<file path="src/rtl/mux_rr_arbiter.sv">
// Round-robin arbiter driving the select lines of a 4:1 mux, with a per-owner hold limit.
// One-cycle grant latency, all outputs registered; requesters simply wait while REQ is held.
module mux_rr_arbiter #(
  parameter int MAX_HOLD = 8
) (
  input  logic       CLK,
  input  logic       RST_N,
  input  logic [3:0] REQ,
  output logic [3:0] GNT,
  output logic       S0,
  output logic       S1,
  output logic       VALID,
  output logic [1:0] OWNER
);

  typedef enum logic {IDLE, GRANT} state_t;

  localparam logic [3:0] MaxHold = 4'(MAX_HOLD);

  state_t     state_q, state_d;
  logic [1:0] owner_q, owner_d;
  logic [1:0] ptr_q, ptr_d;
  logic [3:0] hold_q, hold_d;
  logic [3:0] gnt_q, gnt_d;
  logic [3:0] others;
  logic [1:0] win_idle, win_any, win_oth;

  // First set bit of req searching upward (mod 4) from last+1.
  function automatic logic [1:0] rr_pick(input logic [3:0] req, input logic [1:0] last);
    logic [1:0] idx;
    logic       found;
    rr_pick = last;
    found   = 1'b0;
    for (int k = 1; k <= 4; k++) begin
      idx = last + 2'(k);
      if (!found && req[idx]) begin
        rr_pick = idx;
        found   = 1'b1;
      end
    end
  endfunction

  assign others   = REQ & ~(4'b0001 << owner_q);
  assign win_idle = rr_pick(REQ, ptr_q);
  assign win_any  = rr_pick(REQ, owner_q);
  assign win_oth  = rr_pick(others, owner_q);

  always_comb begin
    state_d = state_q;
    owner_d = owner_q;
    hold_d  = hold_q;
    ptr_d   = ptr_q;
    gnt_d   = 4'b0000;
    case (state_q)
      IDLE: begin
        if (|REQ) begin
          state_d = GRANT;
          owner_d = win_idle;
          hold_d  = 4'd1;
        end
      end
      GRANT: begin
        if (REQ[owner_q]) begin
          if (hold_q < MaxHold) begin
            hold_d = hold_q + 4'd1;
          end else begin
            // Hold limit hit: rotate only if someone else is waiting.
            if (|others) owner_d = win_oth;
            hold_d = 4'd1;
          end
        end else if (|REQ) begin
          owner_d = win_any;
          hold_d  = 4'd1;
        end else begin
          state_d = IDLE;
          hold_d  = 4'd0;
        end
      end
      default: state_d = IDLE;
    endcase
    if (state_d == GRANT) begin
      ptr_d = owner_d;
      gnt_d = 4'b0001 << owner_d;
    end
  end

  always_ff @(posedge CLK or negedge RST_N) begin
    if (!RST_N) begin
      state_q <= IDLE;
      owner_q <= 2'd0;
      ptr_q   <= 2'd3;
      hold_q  <= 4'd0;
      gnt_q   <= 4'b0000;
    end else begin
      state_q <= state_d;
      owner_q <= owner_d;
      ptr_q   <= ptr_d;
      hold_q  <= hold_d;
      gnt_q   <= gnt_d;
    end
  end

  assign GNT   = gnt_q;
  assign VALID = (state_q == GRANT);
  assign OWNER = owner_q;
  assign S0    = owner_q[0];
  assign S1    = owner_q[1];

endmodule

</file>
<file path="config.mk">
export PLATFORM = sky130hd
export DESIGN_NAME = mux_rr_arbiter
export DESIGN_NICKNAME = d
export VERILOG_FILES = /design/src/rtl/mux_rr_arbiter.sv
export SDC_FILE = /design/constraint.sdc
export NUM_CORES = 1
export LEC_CHECK = 0
export BUFFER_PORTS_ARGS = -buffer_cell sky130_fd_sc_hd__buf_2
export CORE_MARGIN = 4
export CORE_UTILIZATION = 35
export CTS_CLUSTER_DIAMETER = 150
export CTS_CLUSTER_SIZE = 40
export DETAILED_ROUTE_END_ITERATION = 10
export PLACE_DENSITY = 0.6
export SYNTH_ARGS = -nofsm -noshare
export SYNTH_HDL_FRONTEND = slang
export SYNTH_SLANG_ARGS = --single-unit
</file>
<file path="constraint.sdc">
create_clock -name CLK -period 4.65 [get_ports CLK]
set_input_delay 0.465 -clock CLK [delete_from_list [all_inputs] [get_ports CLK]]
set_output_delay 0.465 -clock CLK [all_outputs]
set_load 0.005 [all_outputs]
</file>
==> Word-level counts from Yosys, hierarchy flattened <==
Cells that the tools add are included.
{ "classes": {"n_addsub": 7, "multipliers": 0, "n_div": 0, "n_lt_le_gt_ge": 9, "n_eq_ne": 1, "n_shift": 2, "n_mux": 60, "bitwise": 3, "reduce_logical": 20} }
{ "op_table": {"columns": ["op", "n"], "rows": [
  ["2-bit two-way mux", 17],
  ["1-bit binary-select mux with 2-bit select", 12],
  ["2-bit by 3-bit less-than comparator with 1-bit output (second input constant)", 8],
  ["1-bit two-way mux", 24],
  ["4-bit two-way mux", 4],
  ["1-bit logical AND", 9],
  ["1-bit logical NOT", 9],
  ["2-bit adder (second input constant)", 4],
  ["4-bit one-hot mux with 2 select lines", 1],
  ["4-bit OR reduction", 2],
  ["1-bit by 2-bit << shifter with 4-bit output (first input constant)", 2],
  ["2-bit by 1-bit adder with 2-bit output (second input constant)", 2],
  ["4-bit by 1-bit adder with 4-bit output (second input constant)", 1],
  ["4-bit AND", 1],
  ["4-bit less-than comparator (second input constant)", 1],
  ["4-bit inverter", 1],
  ["2-bit one-hot mux with 2 select lines", 1],
  ["2-bit != test (second input constant)", 1],
  ["1-bit one-hot mux with 2 select lines", 1],
  ["1-bit inverter", 1]
]} }
{ "totals": {"register_bits": 13, "latch_bits": 0, "ramBits": 0, "mem_bits_ro": 0, "inputBits": 6, "out_inout_bits": 9, "elab_cells": 107, "n_memories": 0} }

==> Logic depth before layout (Yosys ltp) <==
{ "logic_depth": {"depth_word": 21, "depth_mapped": 10} }

==> Least setup slack after synthesis <==
OpenSTA, ideal clock, no wires.
{ "synth_timing": {"path_kind": "reg2reg", "startpoint": "register owner_q[0], in the netlist OWNER[0]", "endpoint": "register gnt_q[0], in the netlist GNT[0]", "arrival_time_ps": 2525, "t_required_ps": 4570, "slack_ps": 2045, "stages_incl_launch_ff": 9, "n_path_buf": 2, "path_cell_list": "dfrtp_1 clkbuf_4 inv_1 ha_1 buf_12 mux4_1 or4_4 o2111ai_2 nor3b_2"} }
{ "synth_via": {"elab_chain_len": 21, "elab_cells_between_ends": 59, "cone_classes": "add/sub (3); shift (2); mux (39); bitwise (2); reduce/logical (13)"} }
{ "synth_rtl": {"columns": ["item", "line_no", "rtl"], "rows": [
  ["start: declaration", "21", "logic [1:0] owner_q, owner_d;"],
  ["start signal: assignment", "96", "owner_q <= owner_d;"],
  ["branches (longest 20 deep; another with 2-bit by 1-bit adder with 2-bit output)", null, null],
  ["4-bit two-way mux *", "81", "if (state_d == GRANT) begin"],
  ["via gnt_d[0]", "24", "logic [3:0] gnt_q, gnt_d;"],
  ["end signal: assignment", "99", "gnt_q <= gnt_d;"],
  ["end: declaration", "24", null]
]} }
Mark *: on every way through the listed nets, which the timed path passes. The select of a mux whose other input is x is not followed.
A chain may end at the register's enable or synchronous reset.

==> Final worst setup path <==
{ "layout_timing": {"startpoint": "register owner_q[1], in the netlist OWNER[1]", "endpoint": "register gnt_q[0], in the netlist GNT[0]"} }
The elaborated chain is that of the path after synthesis.

==> flow_metrics.env <==
export IMPL_outcome="complete, no violations"
export IMPL_overflow=0
export IMPL_synth_flop_cell="dfrtp_1"
export IMPL_r2r_depth=6
export IMPL_grt_total_usage_pct=13.68
export IMPL_clk_path_buf_depth=2
export IMPL_timing_final_hold_violations=0
export IMPL_synth_top_area_share_pct=22.13
export IMPL_drt_iter0_drc=52
export IMPL_critPathMaxStageDelay_ns=0.80
export IMPL_path_cells="inv_1, ha_1, mux4_1, or4_4, o2111ai_2, nor3b_2"
export IMPL_detailedRoute_firstPassIterationCount=4
export IMPL_synth_seq_cells=13
export IMPL_numPlacedInstances=192
export IMPL_nets=162
export IMPL_worst_hold_slack_ns=0.06416
export IMPL_tightestPinTransition_ns=0.6976
export IMPL_drc=0
export IMPL_cts_htree_levels=1
export IMPL_distinct_cells_synth=50
export IMPL_vias_in_the_first_global_route=1019
export IMPL_maxCapViolations=0
export IMPL_num_fill_cells=346
export IMPL_clock_latency_ns=0.27
export IMPL_overall_power_of_the_completed_layout_mw=0.8054
export IMPL_post_cts_hold_buffer_count=0
export IMPL_synth_compound_area_share_pct=22.94
export IMPL_synth_area_mux_share_pct=9.759
export IMPL_rsz0062_at_grt="false"
export IMPL_area_of_the_multi_input_gates_sq_um=769.5
export IMPL_detailed_place_hpwl_mm=2.024
export IMPL_insertedDiodeCount=0
export IMPL_cts_repair_resize_count=0
export IMPL_power_sequential_fraction_pct=31.0
export IMPL_tritoncts="built"
export IMPL_post_synth_fa_ha_maj_area_fraction_pct=5.030
export IMPL_crit_path_end_kind="flop"
export IMPL_maximum_number_of_pins_on_one_net_before_global_route_repair=24
export IMPL_worstSetupPathDepth=6
export IMPL_dieHeight_um=67.61
export IMPL_antenna_found_initial=0
export IMPL_p_per_area_mw_per_mm2=629.2
export IMPL_rows=21
export IMPL_combinational_power_share_pct=60.6
export IMPL_p_switching_mw=0.3785
export IMPL_post_synth_xor_area_fraction_pct=0.7042
export IMPL_vdd_ir_drop_worst_uv=290.6
export IMPL_yosys_top_cells_count="nand2_1, a21oi_1, dfrtp_1"
export IMPL_final_period_minus_worst_setup_slack_ns=3.217
export IMPL_fin_cells=196
export IMPL_totalWireLength_mm=2.735
export IMPL_synthCells=144
export IMPL_timing_final_setup_violations=0
export IMPL_detailed_place_area_sq_mm=0.001254
export IMPL_post_synth_top_area_cell="dfrtp_1"
export IMPL_fp_coreArea_sq_mm=0.003390
export IMPL_pre_cts_slack_ns=1.449
export IMPL_timing_critical_path_required_ns=4.85
export IMPL_post_cts_setup_inserts=0
export IMPL_stdcell_area_sq_mm=0.001280
export IMPL_die_area_sq_mm=0.004571
export IMPL_maxClockFrequency_mhz=310.8
export IMPL_path_delay_family="flip-flops"
export IMPL_min_period_over_period_pct=69.18
export IMPL_regArea_sq_um=327.8
export IMPL_fin_tns_setup_ns=0
export IMPL_antenna_violating_nets_post_route=0
export IMPL_proportion_of_synthesized_chip_area_in_sequential_cells_pct=26.36
export IMPL_vias_per_cell=5.474
export IMPL_post_synthesis_async_set_or_reset_flop_share_pct=100.0
export IMPL_chipWidth_um=67.61
export IMPL_clkPwrFrac_pct=8.4
export IMPL_worstSetupPathType="flop to flop"
export IMPL_netlist_top_cells_area="dfrtp_1, nand2_1, ha_1, a21oi_1, dfstp_2"
export IMPL_grt_pass1_wl_mm=4.788
export IMPL_post_synth_instance_area_sq_mm=0.001244
export IMPL_io_pins=15
export IMPL_synth_area_per_cell_sq_um=8.637
export IMPL_worstPathArrival_ns=3.42
export IMPL_met3_usage_pct=1.331
export IMPL_synth_top_family_by_area="simple AND/OR/NAND/NOR gates"
export IMPL_critical_path_max_fanout=23
export IMPL_slew_limit_headroom_pct=53.49
export IMPL_grt_met2_usage_pct=21.14
export IMPL_cp_num_buf_inv=1
export IMPL_detail_route_wl_per_cell_um=13.95
export IMPL_areaGrowthSynthToFinish_pct=2.918
export IMPL_power_leakage_nw=0.5615
export IMPL_worst_setup_path_start_kind="flop"
export IMPL_synth_most_common_cell="nand2_1"
export IMPL_tritoncts_buffer_count=3
export IMPL_synth_edf_count=0
export IMPL_final_core_util_pct=37.76
export IMPL_port_buffer_count=14
export IMPL_yosys_area_share_simple_pct=23.44
export IMPL_total_count_of_max_transition_violations_in_the_final_report=0
export IMPL_gp_congestion=0.8740
export IMPL_drive_above_1_share_pct=20.67
export IMPL_synth_fp_nets=155
export IMPL_critical_path_slowest_cell="dfrtp_1"
export IMPL_cell_internal_pwr_mw=0.4269
export IMPL_numClockSinks=13
export IMPL_routing_usage_on_met1_pct=18.91
export IMPL_hold_path_class="primary input to async pin"
export IMPL_clock_root_buffer="clkbuf_4"
export IMPL_clkTransAtPathRegs_ns=0.08
export IMPL_worst_clock_skew_ns=0.002082
export IMPL_sw_frac_of_total_pct=46.99
export IMPL_grt_busiest_layer="met2"
export IMPL_synthesis_yosys_warnings=0
export IMPL_final_critical_path_setup_slack_ns=1.433
export IMPL_initial_core_util_pct=36.69
export IMPL_via_count=1073
[worst reg2reg max path: cells and delay by family, from the launching register on]
| kind | cells | cell delay [ns] |
|---|---|---|
| simple gates | 2 | 0.74 |
| mux | 1 | 0.65 |
| compound gates | 1 | 0.15 |
| fa+ha+maj | 1 | 0.56 |
| flops | 1 | 0.80 |
| buf+inv | 1 | 0.26 |
[cell type report]
class                      instances  share of cell area, %
tap                               46                  4.497
sequential                        13                  25.61
timing repair buffer              14                  5.474
multi-input combinational        112                  60.12
clock buffer                       4                  2.053
inverter                           7                  2.248
[cell families (layout without fill, tap and decap cells)]
| logic type | count (synthesis) | after routing |
|---|---|---|
| simple gates | 54 | 54 |
| compound gates | 43 | 43 |
| buf+inv | 19 | 25 |
| flops | 13 | 13 |
| mux | 9 | 9 |
| fa+ha+maj | 5 | 5 |
| xor+xnor | 1 | 1 |
[cells in the final DEF (no fill, tap or decap), drive strengths merged, types with 2 or more instances in the layout]
master	count
inv	7
a211oi	2
nand3	5
clkbuf	4
nor2b	4
o21ai	12
dfrtp	11
nor2	10
o22ai	2
nand2	17
buf	14
mux4	2
nor3	4
a31oi	2
a21oi	12
nand2b	6
ha	5
nand4	2
mux2	2
dfstp	2
mux2i	5
[state kept, by name, indices dropped and copies added, names as in the netlist]
signal / count
GNT: 4
hold_q: 4
OWNER: 2
ptr_q: 2
VALID: 1
[path summary, 6_finish.rpt]
check / slack (ns) / startpoint / end
max: 1.43 / OWNER[1] / GNT[0]
max in group asynchronous: 4.31 / RST_N / ptr_q[1]
max reg2reg: 1.43 / OWNER[1] / GNT[0]
min reg2reg: 0.50 / ptr_q[0] / ptr_q[0]
min in group CLK: 0.50 / ptr_q[0] / ptr_q[0]
min: 0.06 / RST_N / OWNER[1]
[power groups by stage]
stage / Combinational, mW / Clock [mW] / Sequential, mW
2_1_floorplan: 0.489 / 0 / 0.203
3_3_place_gp: 0.473 / 0 / 0.249
3_5_place_dp: 0.488 / 0 / 0.251
4_1_cts: 0.493 / 0.0712 / 0.249
5_1_grt: 0.551 / 0.0757 / 0.262
6_report: 0.488 / 0.0680 / 0.249
[metal layers]
layer,share of wire (%),vias up
met3,2.3,4
met4,1.4,0
met1,48,517
met2,48,19
li1,-,533
met5,0,-
No activity file was read; power rests on OpenSTA's default activity.
